File: src/rtl/f5_pkg.sv
// Constants and FSM state type shared by the F5 buffer writer, this reader and F6 control.
package f5_pkg;
    localparam int F5_N_BANK     = 16;
    localparam int F5_N_ADDR     = 25;
    localparam int F5_DATA_W     = 16;
    localparam int F5_RD_LAT     = 3;
    localparam int F5_FIFO_DEPTH = 4;

    typedef enum logic [1:0] {
        IDLE,
        ISSUE,
        DRAIN,
        DONE
    } f5_rd_state_e;
endpackage

File: src/rtl/f5_rd_fifo.sv
// First-word fall-through sync FIFO for the reader output stream; the head is forced to
// zero while empty so the stream outputs read as zero after reset.
module f5_rd_fifo #(
    parameter  int WIDTH = 17,
    parameter  int DEPTH = 4,
    localparam int CW    = $clog2(DEPTH + 1),
    localparam int PW    = (DEPTH > 1) ? $clog2(DEPTH) : 1
) (
    input  logic             clk,
    input  logic             rst_n,
    input  logic             push,
    input  logic [WIDTH-1:0] wdata,
    input  logic             pop,
    output logic [WIDTH-1:0] rdata,
    output logic             empty,
    output logic [CW-1:0]    count
);
    logic [WIDTH-1:0] mem [DEPTH];
    logic [PW-1:0]    wr_ptr;
    logic [PW-1:0]    rd_ptr;
    logic             do_push;
    logic             do_pop;

    function automatic logic [PW-1:0] next_ptr(input logic [PW-1:0] p);
        return (p == PW'(DEPTH - 1)) ? '0 : p + 1'b1;
    endfunction

    assign empty   = (count == '0);
    assign do_pop  = pop && !empty;
    assign do_push = push && ((count != CW'(DEPTH)) || do_pop);
    assign rdata   = empty ? '0 : mem[rd_ptr];

    always_ff @(posedge clk or negedge rst_n) begin
        if (!rst_n) begin
            wr_ptr <= '0;
            rd_ptr <= '0;
            count  <= '0;
        end else begin
            if (do_push) wr_ptr <= next_ptr(wr_ptr);
            if (do_pop)  rd_ptr <= next_ptr(rd_ptr);
            case ({do_push, do_pop})
                2'b10:   count <= count + 1'b1;
                2'b01:   count <= count - 1'b1;
                default: count <= count;
            endcase
        end
    end

    always_ff @(posedge clk) begin
        if (do_push) mem[wr_ptr] <= wdata;
    end
endmodule

File: src/rtl/f5_ram_reader.sv
// Walks the F5 feature buffer bank-major, re-times its skewed read port and streams the
// 400 words to the F6 MAC over valid/ready with credit-based backpressure.
module f5_ram_reader
    import f5_pkg::*;
#(
    parameter  int DATA_W     = F5_DATA_W,
    parameter  int N_BANK     = F5_N_BANK,
    parameter  int N_ADDR     = F5_N_ADDR,
    parameter  int RD_LAT     = F5_RD_LAT,
    parameter  int FIFO_DEPTH = F5_FIFO_DEPTH,
    localparam int SEL_W      = $clog2(N_BANK),
    localparam int ADDR_W     = $clog2(N_ADDR)
) (
    input  logic              clk,
    input  logic              rst_n,
    input  logic              start,
    output logic              busy,
    output logic              done,
    output logic [SEL_W-1:0]  f5_sel,
    output logic [ADDR_W-1:0] f5_raddr,
    input  logic [DATA_W-1:0] f5_rdata,
    output logic [DATA_W-1:0] dout,
    output logic              dout_valid,
    input  logic              dout_ready,
    output logic              dout_last
);
    localparam int FCW = $clog2(FIFO_DEPTH + 1);

    f5_rd_state_e      state;
    logic [SEL_W-1:0]  sel_cnt;
    logic [ADDR_W-1:0] addr_cnt;
    logic [RD_LAT-1:0] vld_p;
    logic [RD_LAT-1:0] last_p;
    logic              last_acc;
    logic              at_last;
    logic              issue;
    logic              pop;
    logic              credit_ok;
    logic              fifo_empty;
    logic [FCW-1:0]    fifo_count;
    logic [DATA_W:0]   fifo_head;

    function automatic int count_ones(input logic [RD_LAT-1:0] v);
        int n = 0;
        for (int i = 0; i < RD_LAT; i++) n += int'(v[i]);
        return n;
    endfunction

    // The sel counter is the read port: a word is issued in the cycle its sel is driven
    // and the counter advances, so sel holds steady whenever issue stalls.
    assign f5_sel  = sel_cnt;
    assign at_last = (sel_cnt == SEL_W'(N_BANK - 1)) && (addr_cnt == ADDR_W'(N_ADDR - 1));
    assign pop     = dout_valid && dout_ready;

    // A slot freed by this cycle's pop is usable, which sustains one word per cycle.
    assign credit_ok = (int'(fifo_count) + count_ones(vld_p) + 1) <= (FIFO_DEPTH + int'(pop));
    assign issue     = (state == ISSUE) && credit_ok;

    always_ff @(posedge clk or negedge rst_n) begin
        if (!rst_n) begin
            state    <= IDLE;
            busy     <= 1'b0;
            done     <= 1'b0;
            sel_cnt  <= '0;
            addr_cnt <= '0;
            f5_raddr <= '0;
            vld_p    <= '0;
            last_p   <= '0;
            last_acc <= 1'b0;
        end else begin
            done     <= 1'b0;
            // raddr skew stage: address follows its sel by one cycle
            f5_raddr <= addr_cnt;
            // return-tag pipe: bit RD_LAT-1 marks f5_rdata belonging to an issued word
            vld_p    <= (vld_p << 1) | RD_LAT'(issue);
            last_p   <= (last_p << 1) | RD_LAT'(issue && at_last);
            if (pop && dout_last) last_acc <= 1'b1;

            if (issue && !at_last) begin
                if (addr_cnt == ADDR_W'(N_ADDR - 1)) begin
                    addr_cnt <= '0;
                    sel_cnt  <= sel_cnt + 1'b1;
                end else begin
                    addr_cnt <= addr_cnt + 1'b1;
                end
            end

            case (state)
                IDLE: begin
                    if (start) begin
                        state    <= ISSUE;
                        busy     <= 1'b1;
                        sel_cnt  <= '0;
                        addr_cnt <= '0;
                        last_acc <= 1'b0;
                    end
                end
                ISSUE: begin
                    if (issue && at_last) state <= DRAIN;
                end
                DRAIN: begin
                    if (fifo_empty && (vld_p == '0) && last_acc) begin
                        state <= DONE;
                        busy  <= 1'b0;
                        done  <= 1'b1;
                    end
                end
                DONE:    state <= IDLE;
                default: state <= IDLE;
            endcase
        end
    end

    // output buffer stage: last flag rides above the data bits
    f5_rd_fifo #(
        .WIDTH (DATA_W + 1),
        .DEPTH (FIFO_DEPTH)
    ) u_fifo (
        .clk   (clk),
        .rst_n (rst_n),
        .push  (vld_p[RD_LAT-1]),
        .wdata ({last_p[RD_LAT-1], f5_rdata}),
        .pop   (pop),
        .rdata (fifo_head),
        .empty (fifo_empty),
        .count (fifo_count)
    );

    assign dout_valid = !fifo_empty;
    assign dout       = fifo_head[DATA_W-1:0];
    assign dout_last  = fifo_head[DATA_W];
endmodule

File: config.mk
export PLATFORM = sky130hd
export DESIGN_NAME = f5_ram_reader
export DESIGN_NICKNAME = d
export VERILOG_FILES = /design/src/rtl/f5_pkg.sv /design/src/rtl/f5_rd_fifo.sv /design/src/rtl/f5_ram_reader.sv
export SDC_FILE = /design/constraint.sdc
export NUM_CORES = 1
export LEC_CHECK = 0
export CORE_UTILIZATION = 45
export DETAILED_ROUTE_END_ITERATION = 10
export MAX_ROUTING_LAYER = met4
export PLACE_DENSITY = 0.69
export REMOVE_ABC_BUFFERS = 1
export SETUP_SLACK_MARGIN = 0.02
export SLEW_MARGIN = 10
export SYNTH_ARGS = -nofsm -noshare
export SYNTH_HDL_FRONTEND = slang
export SYNTH_SLANG_ARGS = --single-unit
File: constraint.sdc
create_clock -name clk -period 3.7 [get_ports clk]
set_clock_uncertainty 0.15 [all_clocks]
set_input_delay 0.74 -clock clk [delete_from_list [all_inputs] [get_ports clk]]
set_output_delay 0.74 -clock clk [all_outputs]
set_load 0.02 [all_outputs]
After elaboration in Yosys (flattened, before gate mapping). Memory sizes are Yosys's and may differ from the RTL's. Cells that the tools add are included.

Register bits after elaboration: 32. RAM bits: 68. Input bits: 20. Output and inout bits: 29. Word-level logic and storage cells: 86. Memories: 1.

$add $sub $neg: 11. Order comparisons: 1. Eq/ne operators: 13. Muxes and demuxes: 26. Bitwise operators: 2. Reduce and logical (&&, ||, !) cells: 20.

Memories: u_fifo.mem (words 4, bits a word 17, rd ports 1, clocked after memory_dff 0, wr ports 1, RTL line f5_rd_fifo.sv:18) `logic [WIDTH-1:0] mem [DEPTH];`.

Operators with widths (number): $mux W5 (4); $mux W17 (1); $mux W4 (4); $eq A2 B2 Y1 const B (5); $logic_and A1 B1 Y1 (10); $mux W2 (5); $mux W1 (9); $pmux W2 S4 (1); $logic_not A3 Y1 (2); $or A3 B1 Y3 (2); $pmux W3 S2 (1); $reduce_and A3 Y1 (2); $add A4 B1 Y5 const B (1); $add A5 B1 Y5 const B (1); $eq A5 B5 Y1 const B (1); $le A5 B4 Y1 (1); $add A2 B1 Y2 const B (2); $add A3 B1 Y4 const A (1); $add A3 B3 Y4 (1); $add A4 B1 Y4 const B (1); $eq A2 B1 Y1 const B (2); $eq A4 B4 Y1 const B (1); $ne A2 B2 Y1 const B (2); $reduce_bool A2 Y1 (2); 10 further kinds (11).

Longest topological paths before layout.
Depth in word-level cells: 10. Gate-level depth with buffers: 10. Gate-level depth less buffers: 10.

Hierarchy. Synthesis repeated with hierarchy kept, for this count alone.

Cell total of the unflattened synthesis: 283. Area, all modules: 4362.9 um2.

By module, submodules not included: f5_rd_fifo (times used 1, cells an instance 160, area each 3103.0 um2, seq. area each 2217.1 um2); f5_ram_reader (times used 1, cells an instance 123, area each 1260.0 um2, seq. area each 625.6 um2).

Least setup slack after synthesis. OpenSTA, ideal clock, no wires.

Kind: reg-to-reg. From: reg vld_p[0]. To: reg sel_cnt[3], in the netlist f5_sel[3]. Setup time: 0.140 ns. Arrival: 2.436 ns. Required time: 3.410 ns. Slack: 0.974 ns. Cell stages (with the launch flop): 10. Buffers on the path: 1. Period minus slack after synthesis: 2.726 ns. Cell sequence: dfrtp_1 > inv_1 > ha_1 > fa_1 > fa_1 > o21a_1 > o2111ai_2 > buf_2 > o311ai_0 > o41ai_1.

Word-level cells in the longest chain between the ends: 10.

RTL lines: start, declared (RTL line f5_ram_reader.sv:32) `logic [RD_LAT-1:0] vld_p;`; start signal, assigned (RTL line f5_ram_reader.sv:75) `vld_p <= (vld_p << 1) | RD_LAT'(issue);`; $add A1 B1 Y2 * (RTL line f5_ram_reader.sv:45) `for (int i = 0; i < RD_LAT; i++) n += int'(v[i]);`; $add A2 B1 Y3 * (RTL line f5_ram_reader.sv:45); $add A3 B3 Y4 * (RTL line f5_ram_reader.sv:56) `assign credit_ok = (int'(fifo_count) + count_ones(vld_p) + 1) <= (FIFO_DEPTH + int'(pop));`; $add A4 B1 Y5 * (RTL line f5_ram_reader.sv:56); $le A5 B4 Y1 * (RTL line f5_ram_reader.sv:56); $logic_and A1 B1 Y1 * (RTL line f5_ram_reader.sv:57) `assign issue = (state == ISSUE) && credit_ok;`; $logic_and A1 B1 Y1 * (RTL line f5_ram_reader.sv:79) `if (issue && !at_last) begin`; $mux W4 * (RTL line f5_ram_reader.sv:79); $mux W4 (RTL line f5_ram_reader.sv:90) `if (start) begin`; $mux W4 * (RTL line f5_ram_reader.sv:88) `case (state)`; end signal, assigned (RTL line f5_ram_reader.sv:82) `sel_cnt <= sel_cnt + 1'b1;`; end, declared (RTL line f5_ram_reader.sv:30) `logic [SEL_W-1:0] sel_cnt;`.

Mark *: on every way between the ends. The rest lies on a longest branch, timed or not. A chain may end at the register's enable or synchronous reset.

Worst setup path in the final report.
From: reg u_fifo.rd_ptr[0]. To: out dout_last.

Word-level cells in the longest chain between the ends: 2.

RTL lines: start, declared (RTL line f5_rd_fifo.sv:20) `logic [PW-1:0] rd_ptr;`; start signal, assigned (RTL line f5_rd_fifo.sv:40) `if (do_pop) rd_ptr <= next_ptr(rd_ptr);`; $mem_v2 Z4 W17; $mux W17 (RTL line f5_rd_fifo.sv:31) `assign rdata = empty ? '0 : mem[rd_ptr];`; end, declared (RTL line f5_ram_reader.sv:25) `output logic dout_last`.

Every way passes these cells.

==> summary.md <==
| Metric | Value |
|---|---|
| Starting Density | `46.2%` |
| Ant diodes | `0` |
| Slew margin rel. | `40.8%` |
| Worst-path fanout max | `20` |
| Worst setup SP type | `flip-flop` |
| CTS Root Cell | `clkbuf_8` |
| Routability Congestion | `0.828` |
| Setup_tns | `0 ns` |
| Worst reg2reg setup slack | `0.63 ns` |
| Max Clk Rate | `0.312 GHz` |
| Clk pwr share | `17.6%` |
| Power per cell area | `713 nW/um^2` |
| I/O Buffers | `48` |
| Fin crit period | `3.21 ns` |
| Logic pwr share | `42.2%` |
| Top delay family on crit path | `buffers and inverters` |
| Hold WS | `0.209 ns` |
| Combined area of the multi-input logic cells | `1300 sq um` |
| Final core occ | `55.0%` |
| CTS tree | `built` |
| Hold_sp | `last_p[0]$_DFF_PN0_` |
| Area Growth Syn to Fin | `19.0%` |
| Antenna violations before repair | `0` |
| R2R cell count | `8` |
| Synth area leader | `edfxtp_1` |
| WP buf/inv | `2` |
| Reg2reg start | `vld_p[0]$_DFF_PN0_` |
| Largest net degree at the start of global routing | `33` |
| Antenna-violating nets left | `0` |
| Crit-path cells | `buf_4 > mux4_2 > and2_1 > clkdlybuf4s50_1` |
| Maximum vdd drop | `0.000319 V` |
| Crit path arrival time | `2.32 ns` |
| Height of the die | `99.2 microns` |
| Post-cts repair resize count | `0` |
| P_int | `2.35 mW` |
| Vias per cell | `5.42` |
| Netlist Area Pre-Place | `4250 sq um` |
| Net Sw Frac | `34.7%` |
| Worst-margin pin slew | `0.888 ns` |
| Yosys cell types | `44` |
| DP HPWL | `4.63 mm` |
| Worst Setup End Kind | `primary output` |
| Later-pin clock latency in the skew report | `0.36 ns` |
| Setup Buffers After CTS | `0` |
| Final instance area | `5060 sq um` |
| Leakage | `1.89 nW` |
| Fill count | `732` |
| CTS sink count | `100` |
| DRC viols | `0` |
| Cell Area, Placed | `4880 sq um` |
| Seq cells post-synth | `100` |
| Hold Path Sink | `last_p[1]$_DFF_PN0_` |
| Sequential fraction of the synthesis area | `66.9%` |
| RSZ-0062 raised after global routing | `no` |
| Status | `completed` |
| Final max-slew violation count | `0` |
| Area contributors post-synth | `edfxtp_1 48%, dfrtp_1 19%, mux4_2 9.0%` |
| Ys async rst share | `32.0%` |
| Total grt overflow | `0` |
| Violation count after the first detailed-route iteration | `89` |
| Yosys top cell area share | `48.0%` |
| Final WL | `7.25 mm` |
| Crit-path slowest cell | `mux4_2` |
| Fin cells | `440` |
| Synthesis Warnings | `0` |
| WHS Path Cells | `0` |
| Clk buf depth | `2` |
| Worst path max stage delay | `0.54 ns` |
| IO Pins | `49` |
| Pre-Repair DR Iteration Count | `4` |
| Register area | `2840 sq um` |
| Share of layout cells above drive strength 1 | `13.1%` |
| # rows | `35` |
| Total die area | `9840 sq um` |
| Via Count | `2383` |
| Hold WC Path Type | `flip-flop to flip-flop` |
| Sequential share of power | `40.2%` |
| Core area | `9200 sq um` |
| Synth Instances | `267` |
| FF-to-FF End | `f5_sel[0]$_DFF_PN0_` |
| Reg clk slew, reported paths | `0.10 ns` |
| Number of CTS-inserted buffers | `9` |
| All-layer global routing usage | `16.4%` |
| NetSw | `1.25 mW` |
| # setup viols final | `0` |
| First-pass GRT wire length | `11.7 mm` |
| Tcrit/Tclk final | `86.7%` |
| Final nets | `362` |
| CP Class | `flip-flop to primary output` |
| Vias in the first global route | `2357` |
| Max-capacitance violation count | `0` |
| Mean Syn Cell Area | `15.9 sq um` |
| Main synth FF type | `edfxtp_1` |
| Die width | `99.2 microns` |
| H-tree depth | `3` |
| Placed Instances | `424` |
| Final Hold Viols | `0` |
| Routed len/inst | `16.5 microns` |
| Hold_buf cts | `0` |
| CP required | `2.81 ns` |
| Post-synth EDFFs | `68` |
==> layout by cell type (no fill, tap or decap), drive strengths merged, types with 2 or more instances in the layout <==
cell type	n
and2	22
o21a	2
nand2b	2
o41ai	2
o31ai	2
fa	3
xor2	2
clkdlybuf4s50	48
nand4	3
buf	6
nand2	10
nor3	4
nor2	8
o21ai	5
and3	2
a31oi	3
a21oi	12
nand3	4
dfrtp	32
a211oi	2
ha	15
mux4	17
clkinv	3
inv	24
edfxtp	68
xnor2	2
clkbuf	9
==> metrics by stage <==
step | power [mW] | setup WS, ns
2_1_floorplan | 2.46 | 0.853
3_3_place_gp | 2.99 | 0.537
3_5_place_dp | 3.02 | 0.453
4_1_cts | 3.66 | 0.433
5_1_grt | 3.85 | 0.321
6_report | 3.61 | 0.493
==> state kept, by name, indices dropped and copies added, names as in the netlist <==
name	count
last_acc	1
u_fifo.mem	68
f5_sel	4
busy	1
u_fifo.rd_ptr	2
vld_p	3
addr_cnt	5
u_fifo.count	3
f5_raddr	5
state	2
done	1
u_fifo.wr_ptr	2
last_p	3
==> worst reg2reg max path, delay by kind of cell, from the launching register on <==
kind                     cells  cell delay (ns)
flip-flops                   1             0.38
AO/OA/AOI/OAI                3             0.64
AND/OR/NAND/NOR              1             0.61
adder cells (fa/ha/maj)      3             1.19
buffers and inverters        1             0.05
==> cells in the mapped netlist (3+ instances only) <==
cell       n
mux4_2    17
dfrtp_1   32
inv_1     19
nand4_1    3
buf_2      3
a31oi_1    3
nor3_1     4
nand3_1    4
clkbuf_1   4
and2_1    22
ha_1      15
nor2_1     8
nand2_1   10
fa_1       3
edfxtp_1  68
o21ai_0    5
a21oi_1   12
==> worst max-delay path by stage <==
| stage | slack, ns | endpoint | start | cells past startpoint |
|---|---|---|---|---|
| 2_1_floorplan | 0.85 | f5_sel[0]$_DFF_PN0_ | vld_p[0]$_DFF_PN0_ | 8 |
| 3_3_place_gp | 0.54 | f5_sel[2]$_DFF_PN0_ | dout_ready | 9 |
| 3_5_place_dp | 0.45 | f5_sel[2]$_DFF_PN0_ | dout_ready | 9 |
| 4_1_cts | 0.43 | dout_last | u_fifo.rd_ptr[0]$_DFFE_PN0P_ | 4 |
| 5_1_grt | 0.32 | dout_last | u_fifo.count[2]$_DFFE_PN0P_ | 5 |
| 6_report | 0.49 | dout_last | u_fifo.rd_ptr[0]$_DFFE_PN0P_ | 4 |
==> final cells by class <==
cell class | count | share of cell area, %
Clock buffer | 9 | 2.45
Timing Repair Buffer | 54 | 10.4
Multi-Input combinational cell | 139 | 25.6
Sequential cell | 100 | 56.2
Inverter | 20 | 1.48
Tap cell | 111 | 2.75
Clock inverter | 7 | 1.09
==> routing by layer <==
layer	up-vias	track usage [%]	wire (microns)
met2	57	27.4	3700
li1	1116	-	-
met1	1200	20.0	3150
met4	0	5.43	89
met3	10	3.79	312
met5	-	-	0
==> logic make-up (layout without fill, tap and decap cells) <==
group | count (synthesis) | count (layout) | share of synthesized area [%]
adders and majority gates | 18 | 18 | 5.83
and+or+nand+nor | 61 | 61 | 8.30
AOI/OAI and AO/OA | 37 | 37 | 6.03
muxes | 19 | 19 | 9.51
buffers and inverters | 28 | 90 | 2.65
xor gates and xnor gates | 4 | 4 | 0.824
DFF | 100 | 100 | 66.9
==> power groups by stage <==
| stage | Clock, mW | Sequential [mW] | Combinational, mW |
|---|---|---|---|
| after CTS | 0.656 | 1.45 | 1.55 |
| after global routing | 0.707 | 1.47 | 1.68 |
| after detailed placement | 0 | 1.47 | 1.55 |
| after floorplan | 0 | 1.54 | 0.925 |
| after global placement | 0 | 1.47 | 1.52 |
| final | 0.634 | 1.45 | 1.52 |
Note: power is estimated with default switching activity, not from simulation.
